`src/rtl/pe_pkg.sv`:
```
// Shared types and default widths for the PE sequencer.
// Op codes match the PE gemm_uno mode encoding.
package pe_pkg;

  localparam int INT_BW_DEF   = 5;
  localparam int FRA_BW_DEF   = 10;
  localparam int MUL_BW_DEF   = 16;
  localparam int ACC_BW_DEF   = 32;
  localparam int NUM_ITER_DEF = 8;
  localparam int CNT_BW       = 16;

  typedef enum logic [1:0] {
    OP_GEMM = 2'b00,
    OP_DIV  = 2'b01,
    OP_EXP  = 2'b10,
    OP_LOG  = 2'b11
  } op_e;

  typedef enum logic [2:0] {
    ST_IDLE  = 3'd0,
    ST_LOAD  = 3'd1,
    ST_RUN   = 3'd2,
    ST_DRAIN = 3'd3,
    ST_DONE  = 3'd4
  } state_e;

endpackage

```
`src/rtl/seq_cnt.sv`:
```
// Iteration counter for the RUN phase; last flags the final RUN cycle.
module seq_cnt
  import pe_pkg::*;
#(
  parameter int W = CNT_BW
) (
  input  logic         clk,
  input  logic         rst_n,
  input  logic         clr,
  input  logic         en,
  input  logic [W-1:0] target,
  output logic         last
);

  logic [W-1:0] cnt_q;
  logic [W-1:0] cnt_d;

  always_comb begin
    cnt_d = cnt_q;
    if (clr) begin
      cnt_d = '0;
    end else if (en) begin
      cnt_d = cnt_q + W'(1);
    end
  end

  always_ff @(posedge clk) begin
    if (!rst_n) begin
      cnt_q <= '0;
    end else begin
      cnt_q <= cnt_d;
    end
  end

  // target is never 0 when RUN is entered, so target-1 cannot wrap here.
  assign last = (cnt_q == target - W'(1));

endmodule

```
`src/rtl/uno_seq.sv`:
```
// Request sequencer for the gemm/div/exp/log PE: LOAD, iterate in RUN,
// take the PE result in DRAIN, then hold it in DONE until consumed.
module uno_seq
  import pe_pkg::*;
#(
  parameter int INT_BW   = INT_BW_DEF,
  parameter int FRA_BW   = FRA_BW_DEF,
  parameter int MUL_BW   = MUL_BW_DEF,
  parameter int ACC_BW   = ACC_BW_DEF,
  parameter int NUM_ITER = NUM_ITER_DEF
) (
  input  logic              clk,
  input  logic              rst_n,
  input  logic              req_valid,
  output logic              req_ready,
  input  logic [1:0]        req_op,
  input  logic [MUL_BW-1:0] req_x,
  input  logic [MUL_BW-1:0] req_y,
  input  logic [15:0]       req_len,
  input  logic              abort,
  output logic [1:0]        pe_mode,
  output logic [MUL_BW-1:0] pe_x,
  output logic [MUL_BW-1:0] pe_wc,
  input  logic [ACC_BW-1:0] pe_mac,
  output logic              rsp_valid,
  input  logic              rsp_ready,
  output logic [ACC_BW-1:0] rsp_data,
  output logic              busy,
  output logic [2:0]        dbg_state
);

  // Operand format is sign + INT_BW + FRA_BW bits packed into MUL_BW.
  if (INT_BW + FRA_BW + 1 != MUL_BW) begin : g_fmt_chk
    $error("uno_seq: INT_BW + FRA_BW + 1 must equal MUL_BW");
  end

  // Handshakes: a transfer happens on a rising clk edge where valid and
  // ready are both high; valid never depends on ready in this block.

  state_e            state_q, state_d;
  op_e               op_q, op_d;
  logic [MUL_BW-1:0] x_q, x_d;
  logic [MUL_BW-1:0] y_q, y_d;
  logic [15:0]       len_q, len_d;
  logic [ACC_BW-1:0] rsp_data_q, rsp_data_d;

  logic        cnt_clr;
  logic        cnt_en;
  logic        cnt_last;
  logic [15:0] target;
  logic        pe_active;

  assign target = (op_q == OP_GEMM) ? len_q : 16'(NUM_ITER);

  seq_cnt #(.W(16)) u_cnt (
    .clk    (clk),
    .rst_n  (rst_n),
    .clr    (cnt_clr),
    .en     (cnt_en),
    .target (target),
    .last   (cnt_last)
  );

  always_comb begin
    state_d    = state_q;
    op_d       = op_q;
    x_d        = x_q;
    y_d        = y_q;
    len_d      = len_q;
    rsp_data_d = rsp_data_q;
    cnt_clr    = 1'b0;
    cnt_en     = 1'b0;
    req_ready  = 1'b0;
    unique case (state_q)
      ST_IDLE: begin
        req_ready = 1'b1;
        if (req_valid) begin
          op_d  = op_e'(req_op);
          x_d   = req_x;
          y_d   = req_y;
          len_d = req_len;
          // A zero-length gemm has nothing to iterate: answer 0 at once.
          if (op_e'(req_op) == OP_GEMM && req_len == 16'd0) begin
            rsp_data_d = '0;
            state_d    = ST_DONE;
          end else begin
            state_d = ST_LOAD;
          end
        end
      end
      ST_LOAD: begin
        cnt_clr = 1'b1;
        state_d = abort ? ST_IDLE : ST_RUN;
      end
      ST_RUN: begin
        if (abort) begin
          state_d = ST_IDLE;
        end else begin
          cnt_en = 1'b1;
          if (cnt_last) state_d = ST_DRAIN;
        end
      end
      ST_DRAIN: begin
        if (abort) begin
          state_d = ST_IDLE;
        end else begin
          rsp_data_d = pe_mac;
          state_d    = ST_DONE;
        end
      end
      ST_DONE: begin
        if (rsp_ready) state_d = ST_IDLE;
      end
      default: state_d = ST_IDLE;
    endcase
  end

  always_ff @(posedge clk) begin
    if (!rst_n) begin
      state_q    <= ST_IDLE;
      op_q       <= OP_GEMM;
      x_q        <= '0;
      y_q        <= '0;
      len_q      <= '0;
      rsp_data_q <= '0;
    end else begin
      state_q    <= state_d;
      op_q       <= op_d;
      x_q        <= x_d;
      y_q        <= y_d;
      len_q      <= len_d;
      rsp_data_q <= rsp_data_d;
    end
  end

  assign pe_active = (state_q == ST_LOAD) || (state_q == ST_RUN) || (state_q == ST_DRAIN);
  assign pe_mode   = pe_active ? op_q : 2'b00;
  assign pe_x      = pe_active ? x_q : '0;
  assign pe_wc     = pe_active ? y_q : '0;
  assign rsp_valid = (state_q == ST_DONE);
  assign rsp_data  = rsp_data_q;
  assign busy      = (state_q != ST_IDLE);
  assign dbg_state = state_q;

endmodule

```
`config.mk`:
```
export PLATFORM = sky130hd
export DESIGN_NAME = uno_seq
export DESIGN_NICKNAME = d
export VERILOG_FILES = /design/src/rtl/pe_pkg.sv /design/src/rtl/seq_cnt.sv /design/src/rtl/uno_seq.sv
export SDC_FILE = /design/constraint.sdc
export NUM_CORES = 1
export LEC_CHECK = 0
export BUFFER_PORTS_ARGS = -buffer_cell sky130_fd_sc_hd__clkbuf_2
export CORE_ASPECT_RATIO = 1.4
export CORE_MARGIN = 1.5
export CORE_UTILIZATION = 55
export CTS_CLUSTER_DIAMETER = 40
export CTS_CLUSTER_SIZE = 8
export DETAILED_ROUTE_END_ITERATION = 8
export PLACE_DENSITY_LB_ADDON = 0.3
export SLEW_MARGIN = 5
export SYNTH_ARGS = -nofsm -noshare
export SYNTH_HDL_FRONTEND = slang
export SYNTH_SLANG_ARGS = --single-unit
```
`constraint.sdc`:
```
create_clock -name clk -period 6.65 [get_ports clk]
set_clock_uncertainty 0.15 [all_clocks]
set_input_delay 1.33 -clock clk [delete_from_list [all_inputs] [get_ports clk]]
set_output_delay 1.33 -clock clk [all_outputs]
set_load 0.01 [all_outputs]
```
**After elaboration in Yosys (flattened, before gate mapping)**

Cells that the tools add are included.

- Bitwise logic cells: 1
- Reduce and logical (&&, ||, !) cells: 13
- Muxes and demuxes: 20
- Add/subtract/negate cells: 2
- Equality and inequality tests: 10

Operators with widths:

| kind | count |
|---|---|
| $mux W32 | 3 |
| $pmux W32 S2 | 1 |
| $mux W16 | 3 |
| $mux W3 | 6 |
| $add A16 B1 Y16 const B | 1 |
| $eq A16 B16 Y1 | 1 |
| $logic_not A16 Y1 | 1 |
| $sub A16 B1 Y16 const B | 1 |
| $pmux W3 S5 | 1 |
| $eq A3 B2 Y1 const B | 2 |
| $ne A2 B2 Y1 const B | 3 |
| $logic_not A2 Y1 | 2 |
| $mux W1 | 4 |
| $mux W2 | 2 |
| $reduce_and A4 Y1 | 1 |
| $eq A3 B1 Y1 const B | 1 |
| $eq A3 B3 Y1 const B | 1 |
| $logic_not A3 Y1 | 1 |
| $ne A3 B3 Y1 const B | 1 |
| $reduce_and A3 Y1 | 1 |
| $reduce_bool A3 Y1 | 1 |
| $logic_or A1 B1 Y1 | 2 |
| $ne A2 B1 Y1 const B | 1 |
| $reduce_and A2 Y1 | 1 |
| 4 further kinds | 4 |

- Output and inout port bits: 72
- Register bits after elaboration: 101
- Word-level logic and storage cells: 53

**Logic depth before layout (Yosys ltp)**

Gate-level depths: netlist (run 1).

- Depth in word-level cells: 7
- Depth in mapped cells: 11

**By module**

Synthesis (run 1) repeated with hierarchy kept, for this count alone.

- Cells, all modules: 608
- Area, all modules: 5,126.2 sq um

Modules (own cells, without submodules):

| module | instances | cells each | area an instance (sq um) | seq. area each (sq um) |
|---|---|---|---|---|
| uno_seq | 1 | 458 | 3,915.0 | 1,701.6 |
| seq_cnt | 1 | 150 | 1,211.2 | 320.3 |

**Worst setup path after synthesis (run 1)**

OpenSTA, ideal clock, no wires.

- Path type: input to register
- From: input port req_len[2]
- To: register rsp_data_q[0], in the netlist rsp_data[0]
- Setup time: 0.122 ns
- Required time: 6.378 ns
- Arrival time: 2.946 ns
- Path slack: 3.431 ns
- Buffers on the path: 2
- Stages: 8
- Cells stage by stage: or4_1 -> nor4_1 -> a31oi_1 -> or2_2 -> clkbuf_1 -> clkbuf_1 -> nand2_1 -> a21boi_0

- Longest elaborated chain between the ends: 4

RTL lines:

| element | RTL line | source |
|---|---|---|
| from (decl) | uno_seq.sv:19 | `input logic [15:0] req_len,` |
| $logic_not A16 Y1 | uno_seq.sv:83 | `if (op_e'(req_op) == OP_GEMM && req_len == 16'd0) begin` |
| $logic_and A1 B1 Y1 | uno_seq.sv:83 |  |
| $ne A2 B2 Y1 (no line) | -- |  |
| $reduce_and A4 Y1 (no line) | -- |  |
| to (signal assigned) | uno_seq.sv:132 | `rsp_data_q <= rsp_data_d;` |
| to (decl) | uno_seq.sv:45 | `logic [ACC_BW-1:0] rsp_data_q, rsp_data_d;` |

No other way between the ends.
A chain may end at the register's enable or synchronous reset.

**Worst setup path after layout (run 1)**

- From: input port req_len[2]
- To: register rsp_data_q[8], in the netlist rsp_data[8]

The elaborated chain is that of the path after synthesis.

==> flow_metrics.env, run 1 <==
export IMPL_die_area_um2=9389
export IMPL_clock_path_buffers=2
export IMPL_antenna_left=0
export IMPL_ys_ff_latch=101
export IMPL_viasPerCell=5.457
export IMPL_leakage_uw=0.002466
export IMPL_synthCells=603
export IMPL_wire_per_inst_um=14.34
export IMPL_layout_drive_gt1_share_pct=25.58
export IMPL_synth_avg_cell_area_um2=8.034
export IMPL_cp_end_kind="register"
export IMPL_maxSlewViolCount=0
export IMPL_synth_area_um2=4845
export IMPL_setup_viol=0
export IMPL_row_count=40
export IMPL_antenna_found_initial=0
export IMPL_hold_class="reg2reg"
export IMPL_via_count=4606
export IMPL_seq_power_share_pct=45.0
export IMPL_place_congestion=0.8527
export IMPL_cts_resized=0
export IMPL_pwr_share_comb_pct=12.6
export IMPL_hpwl_um=8543
export IMPL_grt_max_degree=87
export IMPL_worstPathMaxFanout=33
export IMPL_tns_ns=0
export IMPL_crit_path_start_kind="input pin"
export IMPL_synth_common_cells="nand2_1, dfxtp_1, a21boi_0"
export IMPL_period_share_pct=50.55
export IMPL_dp_cells=828
export IMPL_synthTopCellsByArea="dfxtp_1, a21boi_0, nand2_1"
export IMPL_yosysMostFrequentCell="nand2_1"
export IMPL_p_clk_share_pct=42.4
export IMPL_crit_slowest_cell="nor2_4"
export IMPL_grt_pass1_wl_um=19390
export IMPL_totalWireLength_um=12110
export IMPL_synthAdderAreaFrac_pct=0.5165
export IMPL_nets=823
export IMPL_synth_edff_count=0
export IMPL_postPlaceCellArea_um2=5615
export IMPL_arrival_ns=3.49
export IMPL_drv_cap=0
export IMPL_p_switching_uw=354.9
export IMPL_grtUsageMet3_pct=5.339
export IMPL_sw_frac_of_total_pct=24.86
export IMPL_first_iter_violations=272
export IMPL_io_pins=159
export IMPL_yosys_area_share_xor_xnor_pct=5.966
export IMPL_htree_num_levels=3
export IMPL_synthMuxAreaShare_pct=0.4132
export IMPL_fin_crit_ns=3.362
export IMPL_yosysTopAreaCell="dfxtp_1"
export IMPL_outcome="complete, no violations"
export IMPL_dr_pass1_iters=5
export IMPL_grt_ovfl_total=0
export IMPL_start_util_pct=56.61
export IMPL_synthArstFlopShare_pct=0
export IMPL_drc=0
export IMPL_grt_util_met1_pct=32.04
export IMPL_max_freq_ghz=0.2975
export IMPL_timing_hold_ws_ns=0.3055
export IMPL_fill_cells=720
export IMPL_synth_top_family_by_area="simple AND/OR/NAND/NOR gates"
export IMPL_grt_busiest_layer="met2"
export IMPL_synth_nets=692
export IMPL_yosysWarnings=0
export IMPL_power_density_nw_per_um2=239.3
export IMPL_cp_cell_sequence="clkbuf_2, or4_1, nor4_1, a31oi_1, nor2_4, nand3_1, a21boi_0"
export IMPL_final_hold_viol_count=0
export IMPL_final_cells=844
export IMPL_core_area_um2=8558
export IMPL_hold_buffers=0
export IMPL_r2r_start="op_q[1]"
export IMPL_cts_root_buf="clkbuf_16"
export IMPL_min_from="rsp_data[27]"
export IMPL_clkSinkCount=101
export IMPL_crit_required_ns=6.78
export IMPL_yosys_area_share_simple_pct=29.62
export IMPL_fin_area_um2=5966
export IMPL_n_antenna_cell=0
export IMPL_io_buffers=158
export IMPL_yosysSeqAreaShare_pct=41.74
export IMPL_startpoint="req_len[2]"
export IMPL_grt_pass1_vias=4312
export IMPL_max_slew_margin_pct=16.79
export IMPL_ys_flop_type="dfxtp_1"
export IMPL_syn2layout_area_growth_pct=23.14
export IMPL_clkLatencyLatePin_ns=0.35
export IMPL_slowest_delay_ns=0.58
export IMPL_cts_tree="yes"
export IMPL_grt_setup_unrepaired="false"
export IMPL_synth_top_area_share_pct=41.74
export IMPL_grt_total_usage_pct=26.44
export IMPL_die_w_um=82.32
export IMPL_ys_types=50
export IMPL_crit_type="in2reg"
export IMPL_internal_power_uw=1073
export IMPL_grtUsageMet2_pct=43.58
export IMPL_cts_buffers=9
export IMPL_cts_setup_buffers=0
export IMPL_cts_clk_slew_worst_paths_ns=0.07
export IMPL_fp_dieH_um=114.1
export IMPL_ir_drop_v=0.0001647
export IMPL_worstMarginPinSlew_ns=1.247
export IMPL_synth_compound_area_share_pct=17.51
[state kept, by name, summed over array words and instances, names as in the netlist]
signal,count
y_q,16
len_q,16
rsp_data,32
dbg_state,3
op_q,2
u_cnt.cnt_q,16
x_q,16
[area by class of cell]
class	count	area (um2)	share of cell area (%)
inverters	5	18.77	0.3146
clock buffers	9	225.2	3.775
repair buffers	162	820.8	13.76
multi-input cells	455	2628	44.04
flip-flops and latches	101	2022	33.89
clock inverters	7	120.1	2.013
well taps	105	131.4	2.202
[per-stage QoR]
stage | util, % | worst slack (ns) | power (uW)
2_1_floorplan | - | 3.431 | 775.2
3_3_place_gp | 65.61 | 2.711 | 828.2
3_5_place_dp | 65.61 | 2.559 | 834.2
4_1_cts | 69.65 | 2.943 | 1434
5_1_grt | 69.71 | 3.006 | 1479
6_report | 69.71 | 3.288 | 1428
[final timing paths]
check / end / slack (ns) / cells after the start
setup / recovery: rsp_data[8] / 3.29 / 7
hold / removal: rsp_data[27] / 0.31 / 2
setup reg to reg: dbg_state[0] / 3.33 / 10
hold reg to reg: rsp_data[27] / 0.31 / 2
[per-layer routing]
layer	part of all wire, %	wire, um	vias to the layer above
li1	-	-	2293
met1	40	4841	2170
met2	52	6240	114
met3	5.4	655	29
met4	3.0	369	0
met5	0	0	-
[logic make-up (layout without fill, tap and decap cells)]
family / count (synthesis) / after routing
fa+ha+maj: 2 / 2
flops: 101 / 101
mux: 2 / 2
xor+xnor: 33 / 33
simple gates: 302 / 302
compound gates: 116 / 116
buf+inv: 47 / 183
[layout by cell type (no fill, tap or decap), types with 3 or more instances in the layout]
master | netlist | layout
clkbuf_2 | 0 | 158
nand2_1 | 148 | 148
dfxtp_1 | 101 | 101
a21boi_0 | 77 | 77
nand3_1 | 42 | 42
and2_1 | 36 | 36
nor2_1 | 30 | 28
xnor2_1 | 17 | 17
xor2_1 | 16 | 16
clkbuf_16 | 0 | 9
a21oi_1 | 8 | 8
nor3_1 | 7 | 7
nor4_1 | 7 | 7
nand4_1 | 7 | 7
inv_1 | 5 | 5
a21boi_1 | 5 | 5
or3_1 | 4 | 4
o21ai_0 | 4 | 4
buf_4 | 0 | 4
nor3b_1 | 3 | 3
a31oi_1 | 3 | 3
o21ai_1 | 3 | 3
bufinv_16 | 0 | 3
[critical path: cells and delay by family]
family / cells / cell delay, ns
buffers and inverters: 1 / 0.10
AO/OA/AOI/OAI: 2 / 0.41
AND/OR/NAND/NOR: 4 / 1.64
[power groups by stage]
stage          combinational (uW)  sequential, uW  clock [uW]
6_report                      180             642         606
4_1_cts                       181             641         612
2_1_floorplan                 125             650           0
3_3_place_gp                  174             654           0
5_1_grt                       200             644         634
3_5_place_dp                  179             655           0
(Power assumes the default switching activity.)
==> inputs of run 2 (changes only) <==
- ABC_AREA: default -> 1
- CORE_UTILIZATION: 55 -> 51
- clock period: 6.65 -> 3.4 ns (I/O delays scaled with it)
==> flow_metrics.env, run 2 <==
export IMPL_htree_num_levels=3
export IMPL_dr_pass1_iters=7
export IMPL_fp_dieH_um=118.5
export IMPL_synth_common_cells="a21oi_1, nand2_1, dfxtp_1"
export IMPL_via_count=5272
export IMPL_violations="DRC"
export IMPL_p_switching_uw=850.4
export IMPL_die_area_um2=10130
export IMPL_nets=938
export IMPL_clkLatencyLatePin_ns=0.34
export IMPL_die_w_um=85.51
export IMPL_fin_util_pct=64.55
export IMPL_maxSlewViolCount=0
export IMPL_final_cells=964
export IMPL_yosysTopAreaCell="dfxtp_1"
export IMPL_io_buffers=158
export IMPL_cts_setup_buffers=0
export IMPL_worstMarginPinSlew_ns=0.7737
export IMPL_setup_viol=0
export IMPL_layout_drive_gt1_share_pct=24.36
export IMPL_final_setup_worst_slack_ns=0.8941
export IMPL_antenna_left=0
export IMPL_cts_buffers=9
export IMPL_core_area_um2=9354
export IMPL_final_hold_viol_count=0
export IMPL_cp_common_cell="inv_1"
export IMPL_yosysWarnings=0
export IMPL_crit_required_ns=3.50
export IMPL_hold_class="reg2reg"
export IMPL_ys_types=31
export IMPL_leakage_uw=0.002765
export IMPL_mostFrequentLayoutCell="clkbuf_2"
export IMPL_critical_path_top_delay_family="simple AND/OR/NAND/NOR gates"
export IMPL_slowest_delay_ns=0.51
export IMPL_worstPathMaxFanout=34
export IMPL_cts_tree="yes"
export IMPL_synthTopCellsByArea="dfxtp_1, a21oi_1, nand2_1"
export IMPL_grt_ovfl_total=0
export IMPL_drc=2
export IMPL_period_share_pct=73.70
export IMPL_n_antenna_cell=0
export IMPL_cp_cell_sequence="nor2_1, inv_1, nor2_4, inv_1, or2_1, buf_4, nand2_2, a21oi_1, nor3_1"
export IMPL_clkSinkCount=101
export IMPL_grt_pass1_vias=4890
export IMPL_place_congestion=0.9182
export IMPL_arrival_ns=2.61
export IMPL_drv_cap=0
export IMPL_cts_resized=0
export IMPL_row_count=42
export IMPL_cp_end_kind="register"
export IMPL_timing_hold_ws_ns=0.3062
export IMPL_final_cell_mix="clkbuf_2, a21oi_1, nand2_1"
export IMPL_sw_frac_of_total_pct=28.05
export IMPL_viasPerCell=5.469
export IMPL_grt_pass1_wl_um=21450
export IMPL_grt_total_usage_pct=26.00
export IMPL_fin_crit_ns=2.506
export IMPL_fill_cells=831
export IMPL_ys_ff_latch=101
export IMPL_syn2layout_area_growth_pct=24.22
export IMPL_internal_power_uw=2182
export IMPL_ir_drop_v=0.0004191
export IMPL_dpl_worst_slack_ns=0.8207
export IMPL_largest_reg_flops=32
export IMPL_pwr_share_comb_pct=18.9
export IMPL_crit_path_start_kind="register"
export IMPL_p_clk_share_pct=38.8
export IMPL_grt_max_degree=47
export IMPL_wire_per_inst_um=13.91
export IMPL_yosysSeqAreaShare_pct=41.60
export IMPL_worst_path_buf_inv=3
export IMPL_crit_type="reg2reg"
export IMPL_cts_root_buf="clkbuf_16"
export IMPL_seq_power_share_pct=42.3
export IMPL_max_freq_ghz=0.3991
export IMPL_hpwl_um=9713
export IMPL_cts_clk_slew_worst_paths_ns=0.07
export IMPL_first_iter_violations=390
export IMPL_multi_input_area_um2=2367
export IMPL_synth_top_area_share_pct=41.60
export IMPL_synthCells=711
export IMPL_yosysMostFrequentCell="a21oi_1"
export IMPL_grt_setup_unrepaired="false"
export IMPL_tns_ns=0
export IMPL_synth_avg_cell_area_um2=6.837
export IMPL_ys_flop_type="dfxtp_1"
export IMPL_crit_slowest_cell="nand2_2"
export IMPL_hold_buffers=0
export IMPL_start_util_pct=51.97
export IMPL_antenna_found_initial=0
export IMPL_clock_path_buffers=2
export IMPL_totalWireLength_um=13410
export IMPL_max_slew_margin_pct=48.23
export IMPL_dp_cells=948
export IMPL_outcome="finished with violations"
export IMPL_synth_edff_count=0
export IMPL_synth_nets=800
export IMPL_regArea_um2=2022
export IMPL_power_density_nw_per_um2=502.1
export IMPL_io_pins=159
export IMPL_synthArstFlopShare_pct=0
export IMPL_synth_area_um2=4861
-- run 2: per-layer routing --
metal / track usage, % / vias up / part of all wire [%]
li1: - / 2602 / -
met1: 30.59 / 2409 / 39
met2: 44.59 / 226 / 51
met3: 6.075 / 35 / 7.1
met4: 11.19 / 0 / 3.0
met5: 0 / - / 0
-- run 2: power by group through the flow --
stage	Sequential [uW]	Combinational (uW)	Clock, uW
floorplan	1300	394	0
global route	1290	641	1240
CTS	1280	566	1190
detailed placement	1310	564	0
global placement	1310	549	0
finish	1280	573	1180
-- run 2: metrics by stage --
stage / power [uW] / cell area, um2
4_1_cts: 3034 / 6038
5_1_grt: 3165 / 6038
3_5_place_dp: 1871 / 5689
6_report: 3032 / 6038
2_1_floorplan: 1695 / 4861
3_3_place_gp: 1855 / 5689
-- run 2: final cells by class --
cell class | count | share of cell area, %
multi-input combinational | 489 | 39.20
sequential | 101 | 33.49
timing repair buffer | 167 | 14.21
inverter | 81 | 5.035
clock buffer | 10 | 3.958
tap | 110 | 2.279
clock inverter | 6 | 1.823
-- run 2: cells by family after synthesis --
group | after synthesis | synth area share, %
buf+inv | 121 | 9.884
xor+xnor | 8 | 1.441
fa+ha+maj | 2 | 0.5147
flops | 101 | 41.60
compound gates | 188 | 19.92
simple gates | 291 | 26.64
-- run 2: final timing paths --
kind	startpoint	cells past startpoint	slack, ns	endpoint
max	dbg_state[0]	9	0.89	rsp_data[23]
min	x_q[7]	2	0.31	x_q[7]
max reg2reg	dbg_state[0]	9	0.89	rsp_data[23]
min reg2reg	x_q[7]	2	0.31	x_q[7]
-- run 2: worst register-to-register path: stages (launching register included) --
cell	delay, ns
dfxtp_1	0.36
nor2_1	0.10
inv_1	0.09
nor2_4	0.33
inv_1	0.14
or2_1	0.22
buf_4	0.24
nand2_2	0.51
a21oi_1	0.11
nor3_1	0.17
==> inputs of run 3 (changes only) <==
- clock period: 3.4 -> 2.45 ns (I/O delays scaled with it)
==> flow_metrics.env, run 3 (synthesized netlist as in run 2, its figures left out) <==
export IMPL_outcome="finished with violations"
export IMPL_violations="DRC"
export IMPL_worst_path_buf_inv=3
export IMPL_fin_crit_ns=2.260
export IMPL_cts_clk_slew_worst_paths_ns=0.07
export IMPL_wire_per_inst_um=13.63
export IMPL_p_switching_uw=1218
export IMPL_p_clk_share_pct=34.5
export IMPL_htree_num_levels=3
export IMPL_hold_buffers=0
export IMPL_largest_reg_flops=32
export IMPL_ir_drop_v=0.0004670
export IMPL_max_freq_ghz=0.4425
export IMPL_sw_frac_of_total_pct=30.95
export IMPL_seq_power_share_pct=45.2
export IMPL_crit_path_start_kind="register"
export IMPL_internal_power_uw=2716
export IMPL_io_pins=159
export IMPL_syn2layout_area_growth_pct=23.73
export IMPL_crit_slowest_cell="dfxtp_1"
export IMPL_layout_drive_gt1_share_pct=24.80
export IMPL_cp_cell_sequence="inv_1, nand2_1, buf_4, nor2_1, clkbuf_2"
export IMPL_clkSinkCount=101
export IMPL_drc=2
export IMPL_maxSlewViolCount=0
export IMPL_fp_dieH_um=118.5
export IMPL_tns_ns=0
export IMPL_cts_resized=0
export IMPL_grt_max_degree=53
export IMPL_hpwl_um=9693
export IMPL_cts_root_buf="clkbuf_16"
export IMPL_critical_path_top_delay_family="buffers and inverters"
export IMPL_final_hold_viol_count=0
export IMPL_io_buffers=158
export IMPL_pwr_share_comb_pct=20.3
export IMPL_arrival_ns=1.62
export IMPL_nets=943
export IMPL_setup_viol=0
export IMPL_drv_cap=0
export IMPL_worstMarginPinSlew_ns=0.7471
export IMPL_grt_total_usage_pct=26.33
export IMPL_die_area_um2=10130
export IMPL_max_slew_margin_pct=50.01
export IMPL_clock_path_buffers=2
export IMPL_fill_cells=857
export IMPL_first_iter_violations=365
export IMPL_grt_ovfl_total=0
export IMPL_cts_buffers=9
export IMPL_n_antenna_cell=0
export IMPL_totalWireLength_um=13210
export IMPL_antenna_left=0
export IMPL_core_area_um2=9354
export IMPL_mostFrequentLayoutCell="clkbuf_2"
export IMPL_final_cell_mix="clkbuf_2, a21oi_1, nand2_1"
export IMPL_report_power_total_uw=3934
export IMPL_crit_required_ns=1.81
export IMPL_slowest_delay_ns=0.52
export IMPL_leakage_uw=0.002759
export IMPL_hold_class="in2reg"
export IMPL_start_util_pct=51.97
export IMPL_grt_pass1_wl_um=21450
export IMPL_crit_type="reg2out"
export IMPL_cts_tree="yes"
export IMPL_clkLatencyLatePin_ns=0.34
export IMPL_cts_setup_buffers=0
export IMPL_period_share_pct=92.24
export IMPL_place_congestion=0.9005
export IMPL_dr_pass1_iters=7
export IMPL_grt_setup_unrepaired="false"
export IMPL_grt_pass1_vias=4877
export IMPL_row_count=42
export IMPL_antenna_found_initial=0
export IMPL_cp_end_kind="output pin"
export IMPL_via_count=5216
export IMPL_worstPathMaxFanout=34
export IMPL_viasPerCell=5.383
export IMPL_die_w_um=85.51
export IMPL_power_density_nw_per_um2=654.0
## run 3: cell types whose count changed in the layout (fill, tap and decap cells not counted)
cell       previous run  this run
buf_4                 9        14
bufinv_16             3         0
inv_6                 0         2
clkbuf_8              1         0
clkinv_4              0         1
inv_8                 0         1
nor2_2                6         5
nor2_4                3         4
## run 3: metal layers
metal,track usage (%),vias up,routed length (um)
li1,-,2611,-
met4,12.90,0,429
met5,0,-,0
met3,7.472,39,886
met1,29.95,2395,5222
met2,44.59,171,6670
## run 3: worst paths after layout
check / from / endpoint / slack, ns / cells after the start
hold / removal: req_len[12] / len_q[12] / 0.26 / 3
setup reg to reg: op_q[0] / dbg_state[0] / 0.25 / 17
hold reg to reg: x_q[10] / x_q[10] / 0.30 / 2
setup / recovery: dbg_state[2] / pe_x[10] / 0.19 / 5
## run 3: power by group through the flow
stage                     sequential [uW]  clock (uW)  combinational, uW
after CTS                            1780        1380                792
after global placement               1810           0                770
after global routing                 1790        1450                903
after detailed placement             1810           0                789
final                                1780        1360                798
after floorplan                      1810           0                546
## run 3: through the flow
| stage | instance area (um2) | util, % | setup slack [ns] | std cells | hold slack [ns] |
|---|---|---|---|---|---|
| after floorplan | 4861 | - | 0.3709 | 711 | 0.2800 |
| after global placement | 5727 | 61.22 | 0.2816 | 953 | 0.2879 |
| final | 6015 | 64.30 | 0.1901 | 969 | 0.2643 |
| after CTS | 6010 | 64.25 | 0.1771 | 969 | 0.2577 |
| after detailed placement | 5727 | 61.22 | 0.2121 | 953 | 0.2932 |
| after global routing | 6015 | 64.30 | 0.006760 | 969 | 0.2690 |
## run 3: worst register-to-register path, cell delays in order, from the launching register on
cell and delay (ns):
dfxtp_1 0.38, nor2_4 0.06, nand2_1 0.08, ha_1 0.19, inv_1 0.06, nor2_1 0.09
nand3_1 0.10, nor2_1 0.24, nand2_1 0.09, nand2_1 0.07, nand2_1 0.05, nor2_1 0.12
nand3_1 0.10, nor2_1 0.09, nand2_1 0.08, nand2_1 0.07, nand3_1 0.06, nor2_1 0.07
## run 3: area by class of cell
| type | count | area (um2) | share of cell area, % |
|---|---|---|---|
| inverters | 81 | 304.0 | 5.055 |
| clock buffers | 9 | 225.2 | 3.745 |
| multi-input cells | 489 | 2372 | 39.44 |
| well taps | 110 | 137.6 | 2.288 |
| flip-flops and latches | 101 | 2022 | 33.62 |
| repair buffers | 172 | 895.9 | 14.89 |
| clock inverters | 7 | 57.56 | 0.9569 |
